===== config.mk =====
export PLATFORM = sky130hd
export DESIGN_NAME = binary_search_ctrl
export DESIGN_NICKNAME = d
export VERILOG_FILES = /design/src/rtl/binary_search_ctrl_pkg.sv /design/src/rtl/binary_search_ctrl_next_bounds.sv /design/src/rtl/binary_search_ctrl.sv
export SDC_FILE = /design/constraint.sdc
export NUM_CORES = 1
export LEC_CHECK = 0
export CAP_MARGIN = 5
export CORE_MARGIN = 5
export CORE_UTILIZATION = 60
export CTS_BUF_LIST = sky130_fd_sc_hd__clkbuf_16
export DETAILED_ROUTE_END_ITERATION = 8
export PLACE_DENSITY = 0.86
export SKIP_CTS_REPAIR_TIMING = 1
export SYNTH_ARGS = -nofsm -noshare
export SYNTH_HDL_FRONTEND = slang
export SYNTH_SLANG_ARGS = --single-unit

===== constraint.sdc =====
create_clock -name clk -period 4.6 [get_ports clk]
set_input_delay 0.69 -clock clk [delete_from_list [all_inputs] [get_ports clk]]
set_output_delay 0.69 -clock clk [all_outputs]
set_load 0.02 [all_outputs]

===== src/rtl/binary_search_ctrl_pkg.sv =====
// Shared definitions for the binary search controller: FSM state encoding,
// default operand width and the comparator flag sanity check.
package binary_search_ctrl_pkg;

  localparam int DEFAULT_WIDTH = 8;

  typedef enum logic [1:0] {
    ST_IDLE  = 2'd0,
    ST_PROBE = 2'd1,
    ST_DONE  = 2'd2
  } state_e;

  // The external comparator is trusted only when exactly one flag is high.
  function automatic logic flags_onehot(input logic less, input logic greater,
                                        input logic equal);
    logic [2:0] f;
    f = {less, greater, equal};
    return (f == 3'b100) || (f == 3'b010) || (f == 3'b001);
  endfunction

endpackage


===== src/rtl/binary_search_ctrl_next_bounds.sv =====
// Next-bounds datapath for one binary search step: narrows [lo, hi] from the
// comparator direction, flags an empty interval and forms the next midpoint.
// lo is unsigned (0 .. 2^WIDTH) and hi is signed (-1 .. 2^WIDTH-1); both fit in
// WIDTH+1 bits, so stepping past either end of the range never wraps.
module bsc_next_bounds
  import binary_search_ctrl_pkg::*;
#(
  parameter int WIDTH = DEFAULT_WIDTH
) (
  input  logic [WIDTH:0]   lo_i,
  input  logic [WIDTH:0]   hi_i,
  input  logic [WIDTH-1:0] trial_i,
  input  logic             less_i,
  input  logic             greater_i,
  output logic [WIDTH:0]   lo_o,
  output logic [WIDTH:0]   hi_o,
  output logic [WIDTH-1:0] trial_o,
  output logic             empty_o
);

  localparam logic [WIDTH:0] ONE_W = (WIDTH+1)'(1);

  logic        [WIDTH:0]   lo_n;
  logic signed [WIDTH:0]   hi_n;
  logic signed [WIDTH+1:0] lo_ext;
  logic signed [WIDTH+1:0] hi_ext;
  logic signed [WIDTH+1:0] sum_s;

  // Bound update, emptiness test and midpoint of the narrowed interval.
  always_comb begin
    lo_n = lo_i;
    hi_n = signed'(hi_i);
    if (less_i) begin
      lo_n = {1'b0, trial_i} + ONE_W;
    end
    if (greater_i) begin
      hi_n = signed'({1'b0, trial_i}) - signed'(ONE_W);
    end
    // Widen by one bit with each bound's own signedness before comparing.
    lo_ext  = signed'({1'b0, lo_n});
    hi_ext  = signed'({hi_n[WIDTH], hi_n});
    empty_o = lo_ext > hi_ext;
    // Only meaningful when the interval is non-empty; then the sum is in range.
    sum_s   = lo_ext + hi_ext;
    trial_o = WIDTH'(sum_s >>> 1);
    lo_o    = lo_n;
    hi_o    = hi_n;
  end

endmodule


===== src/rtl/binary_search_ctrl.sv =====
// Binary search controller: drives a registered probe value into an external
// magnitude comparator and walks [lo, hi] until it hits equal, the interval
// empties, or the comparator returns an invalid flag combination.
module binary_search_ctrl
  import binary_search_ctrl_pkg::*;
#(
  parameter int WIDTH = DEFAULT_WIDTH
) (
  input  logic                        clk,
  input  logic                        rst_n,
  input  logic                        start,
  output logic [WIDTH-1:0]            trial,
  input  logic                        cmp_less,
  input  logic                        cmp_greater,
  input  logic                        cmp_equal,
  output logic                        busy,
  output logic                        done,
  output logic                        found,
  output logic                        err,
  output logic [WIDTH-1:0]            result,
  output logic [$clog2(WIDTH+2)-1:0]  probes
);

  localparam int CNT_W = $clog2(WIDTH+2);
  localparam logic [WIDTH:0]   HI_INIT    = {1'b0, {WIDTH{1'b1}}};
  localparam logic [WIDTH-1:0] TRIAL_INIT = {1'b0, {(WIDTH-1){1'b1}}};

  state_e             state_q, state_d;
  logic [WIDTH:0]     lo_q, lo_d;
  logic [WIDTH:0]     hi_q, hi_d;
  logic [WIDTH-1:0]   trial_q, trial_d;
  logic [CNT_W-1:0]   cnt_q, cnt_d;
  logic               found_q, found_d;
  logic               err_q, err_d;
  logic [WIDTH-1:0]   result_q, result_d;

  logic [WIDTH:0]     nb_lo;
  logic [WIDTH:0]     nb_hi;
  logic [WIDTH-1:0]   nb_trial;
  logic               nb_empty;
  logic               flags_ok;

  bsc_next_bounds #(
    .WIDTH     (WIDTH)
  ) u_next_bounds (
    .lo_i      (lo_q),
    .hi_i      (hi_q),
    .trial_i   (trial_q),
    .less_i    (cmp_less),
    .greater_i (cmp_greater),
    .lo_o      (nb_lo),
    .hi_o      (nb_hi),
    .trial_o   (nb_trial),
    .empty_o   (nb_empty)
  );

  assign flags_ok = flags_onehot(cmp_less, cmp_greater, cmp_equal);

  // FSM next-state and search bookkeeping.
  always_comb begin
    state_d  = state_q;
    lo_d     = lo_q;
    hi_d     = hi_q;
    trial_d  = trial_q;
    cnt_d    = cnt_q;
    found_d  = found_q;
    err_d    = err_q;
    result_d = result_q;
    case (state_q)
      ST_IDLE: begin
        if (start) begin
          state_d  = ST_PROBE;
          lo_d     = '0;
          hi_d     = HI_INIT;
          trial_d  = TRIAL_INIT;
          cnt_d    = '0;
          found_d  = 1'b0;
          err_d    = 1'b0;
          result_d = '0;
        end
      end
      ST_PROBE: begin
        cnt_d = cnt_q + CNT_W'(1);
        if (!flags_ok) begin
          // Result stays at its cleared value; found already 0 from start.
          err_d   = 1'b1;
          found_d = 1'b0;
          state_d = ST_DONE;
        end else if (cmp_equal) begin
          result_d = trial_q;
          found_d  = 1'b1;
          state_d  = ST_DONE;
        end else begin
          lo_d = nb_lo;
          hi_d = nb_hi;
          if (nb_empty) begin
            state_d = ST_DONE;
          end else begin
            trial_d = nb_trial;
          end
        end
      end
      ST_DONE: begin
        state_d = ST_IDLE;
      end
      default: begin
        state_d = ST_IDLE;
      end
    endcase
  end

  // State and datapath registers; reset aborts any search in flight.
  always_ff @(posedge clk or negedge rst_n) begin
    if (!rst_n) begin
      state_q  <= ST_IDLE;
      lo_q     <= '0;
      hi_q     <= '0;
      trial_q  <= '0;
      cnt_q    <= '0;
      found_q  <= 1'b0;
      err_q    <= 1'b0;
      result_q <= '0;
    end else begin
      state_q  <= state_d;
      lo_q     <= lo_d;
      hi_q     <= hi_d;
      trial_q  <= trial_d;
      cnt_q    <= cnt_d;
      found_q  <= found_d;
      err_q    <= err_d;
      result_q <= result_d;
    end
  end

  assign trial  = trial_q;
  assign busy   = (state_q != ST_IDLE);
  assign done   = (state_q == ST_DONE);
  assign found  = found_q;
  assign err    = err_q;
  assign result = result_q;
  assign probes = cnt_q;

endmodule


==> qor.txt <==
worst clock skew: 7.73 ps
largest net degree at the start of global routing: 43
# nets final: 364
Tmin final: 3830 ps
sequential area share after synthesis: 37.8%
total wire length: 6510 um
syn avg cell area: 8.87 sq um
Final WS setup: 774 ps
Area Growth Syn to Fin: 15.5%
Horiz. Die Dim: 78.0 um
antenna fix cells: 0
Final Setup Violations: 0
clk slew on worst S/H paths: 60 ps
HP Class: reg -> reg
clock buffer depth: 2
Critical Path AT: 3990 ps
Synth Instances: 313
layout cells sized above 1: 6.23%
first-pass GRT wire length: 11,000 um
Max Clk Rate: 261 MHz
Worst path max stage delay: 550 ps
slowest CP cell: clkdlybuf4s50_1
max-cap violation count: 0
die area: 0.00609 sq mm
GRT Residual Overflow: 0
Ports: 30
gpl congestion: 0.905
critical path, cell by cell: clkdlybuf4s50_1, buf_4, o21ai_0, inv_1, ha_1, nor4b_1, a21oi_1, a21boi_0, or4b_1, and3_1, mux2_4
largest area contributor in the netlist: dfrtp_1
Slew @ Worst Pin: 921 ps
worst hold start: lo_q[0]$_DFFE_PN0P_
H-tree Lvls: 2
static leakage: 1.43 nW
Slew Viols, Final: 0
CTS tree: yes
R2R depth: 15
period utilization: 83.2%
final hold vios: 0
Cell Rows: 24
Synth Cell Area: 0.00278 sq mm
Hold Crit Endpoint: lo_q[0]$_DFFE_PN0P_
Pwr Density: 700 mW/mm^2
Setup crit start: cmp_greater
# DRC: 0
M2 GR Usage: 36.2%
initial antenna violation count: 0
number of global-route vias before repair: 2,293
HPWL Detailed: 4650 um
worst r2r dst: trial[2]$_DFFE_PN0P_
met1 Use GR: 27.8%
Post-synth ARST share: 100%
proportion of netlist area held by the largest area contributor: 37.8%
via count: 2,323
Mapped Nets: 341
crit path launch type: input pin
CTS Buf Count: 5
Most Crowded Layer GR: met2
Main synth FF type: dfrtp_1
register bit total from synthesis: 42
Max IR drop VDD: 0.000324 V
reg2reg setup slack: 810 ps
global routing usage on met3: 6.64%
number of port buffers: 29
Worst Path Required: 4770 ps
Worst Hold Depth: 2
relative slew slack: 38.6%
fillers: 303
initial cell density of the core: 62.9%
Die Span Y: 78.0 um
Global Route Usage Sum: 22.4%
Largest delay share family, worst path: simple AND/OR/NAND/NOR gates
Area contributors post-synth: dfrtp_1 (38%), ha_1 (9.5%), o21ai_0 (4.7%)
Vias/cell: 5.97
outcome: completed
CP Class: in -> reg
CP Max Fanout: 14
Distinct cells, synth: 46
final setup TNS: 0 ps
routed wire length per instance: 16.7 um
nature of the critical path endpoint: flop
clk_lat worst skew: 290 ps
Final ANT Viol Nets: 0
CP bufs+invs: 3
core area: 0.00441 sq mm
pre-CTS setup slack: 540 ps
clock root buffer: clkbuf_16
number of synthesized flops with an enable pin: 0
DR pass1 iterations: 4
worst reg2reg path startpoint: trial[0]$_DFFE_PN0P_
initial drt markers: 175
Ys Warns: 0
setup repair after global routing missed its margin: false
CTS sink cnt: 42
how the worst max path moves through the flow:
stage	endpoint	slack, ps	depth (start not counted)
final	trial[2]$_DFFE_PN0P_	770	11
after global routing	trial[2]$_DFFE_PN0P_	520	11
after CTS	trial[2]$_DFFE_PN0P_	830	10
after detailed placement	trial[2]$_DFFE_PN0P_	540	10
after global placement	trial[2]$_DFFE_PN0P_	590	10
after floorplan	trial[2]$_DFFE_PN0P_	1150	12
cells in the mapped netlist, drive strengths merged (2+ instances only):
| library cell | instances |
|---|---|
| a211oi | 2 |
| a21oi | 18 |
| a22o | 7 |
| a31oi | 4 |
| and2 | 2 |
| and3 | 3 |
| buf | 10 |
| clkbuf | 8 |
| dfrtp | 42 |
| ha | 21 |
| inv | 18 |
| mux2i | 11 |
| nand2 | 34 |
| nand2b | 11 |
| nand3 | 7 |
| nor2 | 33 |
| nor2b | 9 |
| nor3 | 4 |
| nor4 | 2 |
| o21ai | 26 |
| o21bai | 3 |
| o31ai | 4 |
| xnor2 | 10 |
| xor2 | 8 |
flip-flops by register name, summed over array words and instances (netlist names):
name	count
probes	4
state_q	2
lo_q	9
trial	8
found	1
hi_q	9
err	1
result	8
per-stage QoR:
| step | hold WS, ps | total power (W) | cells | util (%) | area, sq um |
|---|---|---|---|---|---|
| floorplan | 394 | 0.00149 | 313 | - | 2780 |
| global placement | 461 | 0.00184 | 381 | 69.4 | 3060 |
| detailed placement | 464 | 0.00187 | 381 | 69.4 | 3060 |
| CTS | 481 | 0.00224 | 389 | 72.7 | 3210 |
| global route | 514 | 0.00240 | 389 | 72.7 | 3210 |
| finish | 478 | 0.00225 | 389 | 72.7 | 3210 |
logic make-up (layout without fill, tap and decap cells):
logic type	count (synthesis)	in the layout	synth area share [%]
adders and majority gates	22	22	10.2
muxes	12	12	4.50
xor gates and xnor gates	18	18	5.68
DFF	42	42	37.8
buffers and inverters	36	60	6.17
and+or+nand+nor	111	111	19.4
AOI/OAI and AO/OA	72	72	16.2
report_power, final:
group / total [W] / leakage [nW] / internal, W / switching, W
Clock: 0.000351 / 0.0698 / 0.000201 / 0.000150
Combinational: 0.00128 / 0.851 / 0.000545 / 0.000740
Sequential: 0.000611 / 0.504 / 0.000476 / 0.000135
routing by layer:
layer / up-vias / wire [um]
met5: - / 0
met4: 0 / 166
li1: 1111 / -
met1: 1093 / 2540
met2: 101 / 3160
met3: 18 / 642
worst reg2reg max path, cell delays in order (launching register included):
cell	delay, ps
dfrtp_1	530
inv_1	120
ha_1	220
nand2b_1	150
nor2_1	70
xnor2_1	210
nand2_1	80
o21ai_0	140
inv_1	80
ha_1	370
nor4b_1	400
a21oi_1	120
a21boi_0	230
or4b_1	170
and3_1	460
mux2_4	340
final cells by class:
cell class / instances / area (sq um) / area share [%]
Multi-Input combinational cell: 235 / 1560 / 48.5
Timing Repair Buffer: 34 / 323 / 10.1
Clock buffer: 5 / 125 / 3.90
Clock inverter: 3 / 21.3 / 0.663
Inverter: 18 / 67.6 / 2.11
Sequential cell: 42 / 1050 / 32.8
Tap cell: 52 / 65.1 / 2.03
placed cells by master (no fill, tap or decap), drive strengths merged, types with 3 or more instances in the layout:
cell type and instances:
a21oi 18, a22o 7, a31oi 4, and3 3
buf 6, clkbuf 5, clkdlybuf4s50 28, dfrtp 42
ha 21, inv 18, mux2i 11, nand2 34
nand2b 11, nand3 7, nor2 33, nor2b 9
nor3 4, o21ai 26, o21bai 3, o31ai 4
xnor2 10, xor2 8
Note: power is estimated with default switching activity, not from simulation.
==> variant: new RTL, config.mk and constraints unchanged <==
Re-encode `state_e` (3 states) as one-hot, 3 bits wide.
--- a/src/rtl/binary_search_ctrl_pkg.sv
+++ b/src/rtl/binary_search_ctrl_pkg.sv
@@ -5,8 +5,8 @@
   localparam int DEFAULT_WIDTH = 8;
 
-  typedef enum logic [1:0] {
-    ST_IDLE  = 2'd0,
-    ST_PROBE = 2'd1,
-    ST_DONE  = 2'd2
+  typedef enum logic [2:0] {
+    ST_IDLE  = 3'b001,
+    ST_PROBE = 3'b010,
+    ST_DONE  = 3'b100
   } state_e;
 
Behaviour: same outputs for any inputs over 4 cycles, from zero or initial values and one cycle with rst_n low; so few cycles prove little.
==> variant against the original RTL <==
- wire length grew 2.4%
- the flow now finishes with violations (DRC)
- power decreased by 27%
- clock skew fell by 0.0018 ns
- critical endpoint unchanged
- sequential power decreased by 13%
- synthesized cell count fell by 2.9%
- clock power fell by 1%
- hold slack improved by 0.015 ns
- first-iteration DRC count grew 20%
- design area barely moved
- area after synthesis is 0.27% lower
- sequential cell count is 1 higher
- worst setup slack improved by 0.068 ns
==> variant: results (changes against the original RTL) <==
Parameter                              Value

Status
  Outcome ... finished, violations left (was finished clean)
  Violated checks ... DRC

Drt
  Detailed Route Iter0 Violations ... 210 (was 175)
  Overall via count from detail_route ... 2327 (was 2323)
  Detailed-route DRC error count ... 1 (was 0)
  Total wirelength of the detailed-routed design ... 6.66 mm (was 6.51 mm)
  First-pass iteration count of the detailed router ... 6 (was 4)

Layout
  Fraction of layout cells with a size suffix above 1 ... 8.21% (was 6.23%)
  Total number of nets in the final design ... 356 (was 364)

Logic synthesis
  Sequential-to-total area share from yosys stat ... 38.9% (was 37.8%)
  Net Count, Synth ... 332 (was 341)
  Count of cell types in the netlist ... 50 (was 46)
  Dominant cells by area after synthesis ... sky130_fd_sc_hd__dfrtp_1 38%, sky130_fd_sc_hd__ha_1 9.5%, sky130_fd_sc_hd__nor2_1 5.1% (was sky130_fd_sc_hd__dfrtp_1 38%, sky130_fd_sc_hd__ha_1 9.5%, sky130_fd_sc_hd__o21ai_0 4.7%)
  Top cell types by occurrence after synthesis ... 42 x sky130_fd_sc_hd__dfrtp_1, 38 x sky130_fd_sc_hd__nor2_1, 21 x sky130_fd_sc_hd__ha_1 (was 42 x sky130_fd_sc_hd__dfrtp_1, 34 x sky130_fd_sc_hd__nand2_1, 33 x sky130_fd_sc_hd__nor2_1)

Global routing
  First-pass GRT wire length ... 11.1 mm (was 11.0 mm)
  Fraction of met3 tracks used by global routing ... 3.82% (was 6.64%)
  Met1 track utilization from global routing ... 31.0% (was 27.8%)
  Met2 Resource Use GR ... 36.8% (was 36.2%)
  GRT Resource Usage Total ... 22.5% (was 22.4%)

Pwr
  Worst ir drop on vdd ... 0.271 mV (was 0.324 mV)

Place
  Global placement routability congestion ... 0.929 (was 0.905)
  Instance area at placement ... 3070 µm² (was 3060 µm²)
  Detail Placement HPWL ... 4.69 mm (was 4.65 mm)
  Worst slack at placement ... 0.594 ns (was 0.540 ns)

Timing
  Worst slew margin relative to its limit ... 35.6% (was 38.6%)
  Final setup skew ... 0.00591 ns (was 0.00773 ns)

Critical path
  Cell count of the worst reg-to-reg path ... 14 (was 15)
  Data arrival, critical path ... 3.92 ns (was 3.99 ns)
  Crit-path leading delay family ... buffers and inverters (was simple AND/OR/NAND/NOR gates)
variant: cell count changes in the layout (fill, tap and decap cells not counted), sizes merged, moves of 3 or more:
cell,unedited run,this run
nand2,34,20
o21ai,26,29
xor2,8,4
nor3b,1,4
nor2,33,38
nand3,7,14
o21bai,3,0
o31ai,4,1
nor3,4,7
nand2b,11,6
nor2b,9,4
xnor2,10,15
variant: power groups by stage:
| stage | combinational (W) | clock, W | sequential (W) |
|---|---|---|---|
| 3_3_place_gp | 0.000719 | 0 | 0.000533 |
| 2_1_floorplan | 0.000509 | 0 | 0.000548 |
| 3_5_place_dp | 0.000735 | 0 | 0.000537 |
| 5_1_grt | 0.000824 | 0.000371 | 0.000542 |
| 4_1_cts | 0.000745 | 0.000350 | 0.000531 |
| 6_report | 0.000750 | 0.000347 | 0.000533 |
variant: final cells by class:
| class | instances | area [µm²] |
|---|---|---|
| multi-input combinational | 227 | 1540 |
| tap | 52 | 65.1 |
| sequential | 43 | 1080 |
| clock buffer | 5 | 125 |
| clock inverter | 3 | 16.3 |
| fill | 331 | 1200 |
| timing repair buffer | 34 | 323 |
| inverter | 17 | 63.8 |
variant: per-stage QoR:
stage               hold WS, ns  utilization [%]  std cells
floorplan                 0.394                -        304
global placement          0.474             69.5        373
detailed placement        0.482             69.5        373
CTS                       0.495             72.7        381
global route              0.514             72.7        381
finish                    0.493             72.7        381
variant: metal layers:
layer / share of wire (%) / wire length (µm) / up-vias
li1: - / - / 1092
met2: 47 / 3100 / 102
met3: 7.1 / 476 / 10
met4: 1.4 / 94 / 0
met1: 45 / 2990 / 1123
met5: 0 / 0 / -
variant: cells by family (layout without fill, tap and decap cells):
kind of cell               count (synthesis)  after routing  synth area share [%]
xor gates and xnor gates                  19             19                  6.01
buffers and inverters                     34             59                  5.51
and+or+nand+nor                          107            107                  20.1
AOI/OAI and AO/OA                         68             68                  15.1
muxes                                     11             11                  4.20
DFF                                       43             43                  38.9
adders and majority gates                 22             22                  10.2
variant: path summary, 6_finish.rpt:
check	startpoint	to	slack [ns]
worst max-delay path	cmp_less	trial[2]	0.84
worst min-delay path	probes[3]	probes[3]	0.49
worst max register to register	trial[0]	trial[2]	1.01
worst min register to register	probes[3]	probes[3]	0.49
max in group asynchronous	rst_n	trial[1]	3.43
min in group asynchronous	rst_n	hi_q[7]	0.55
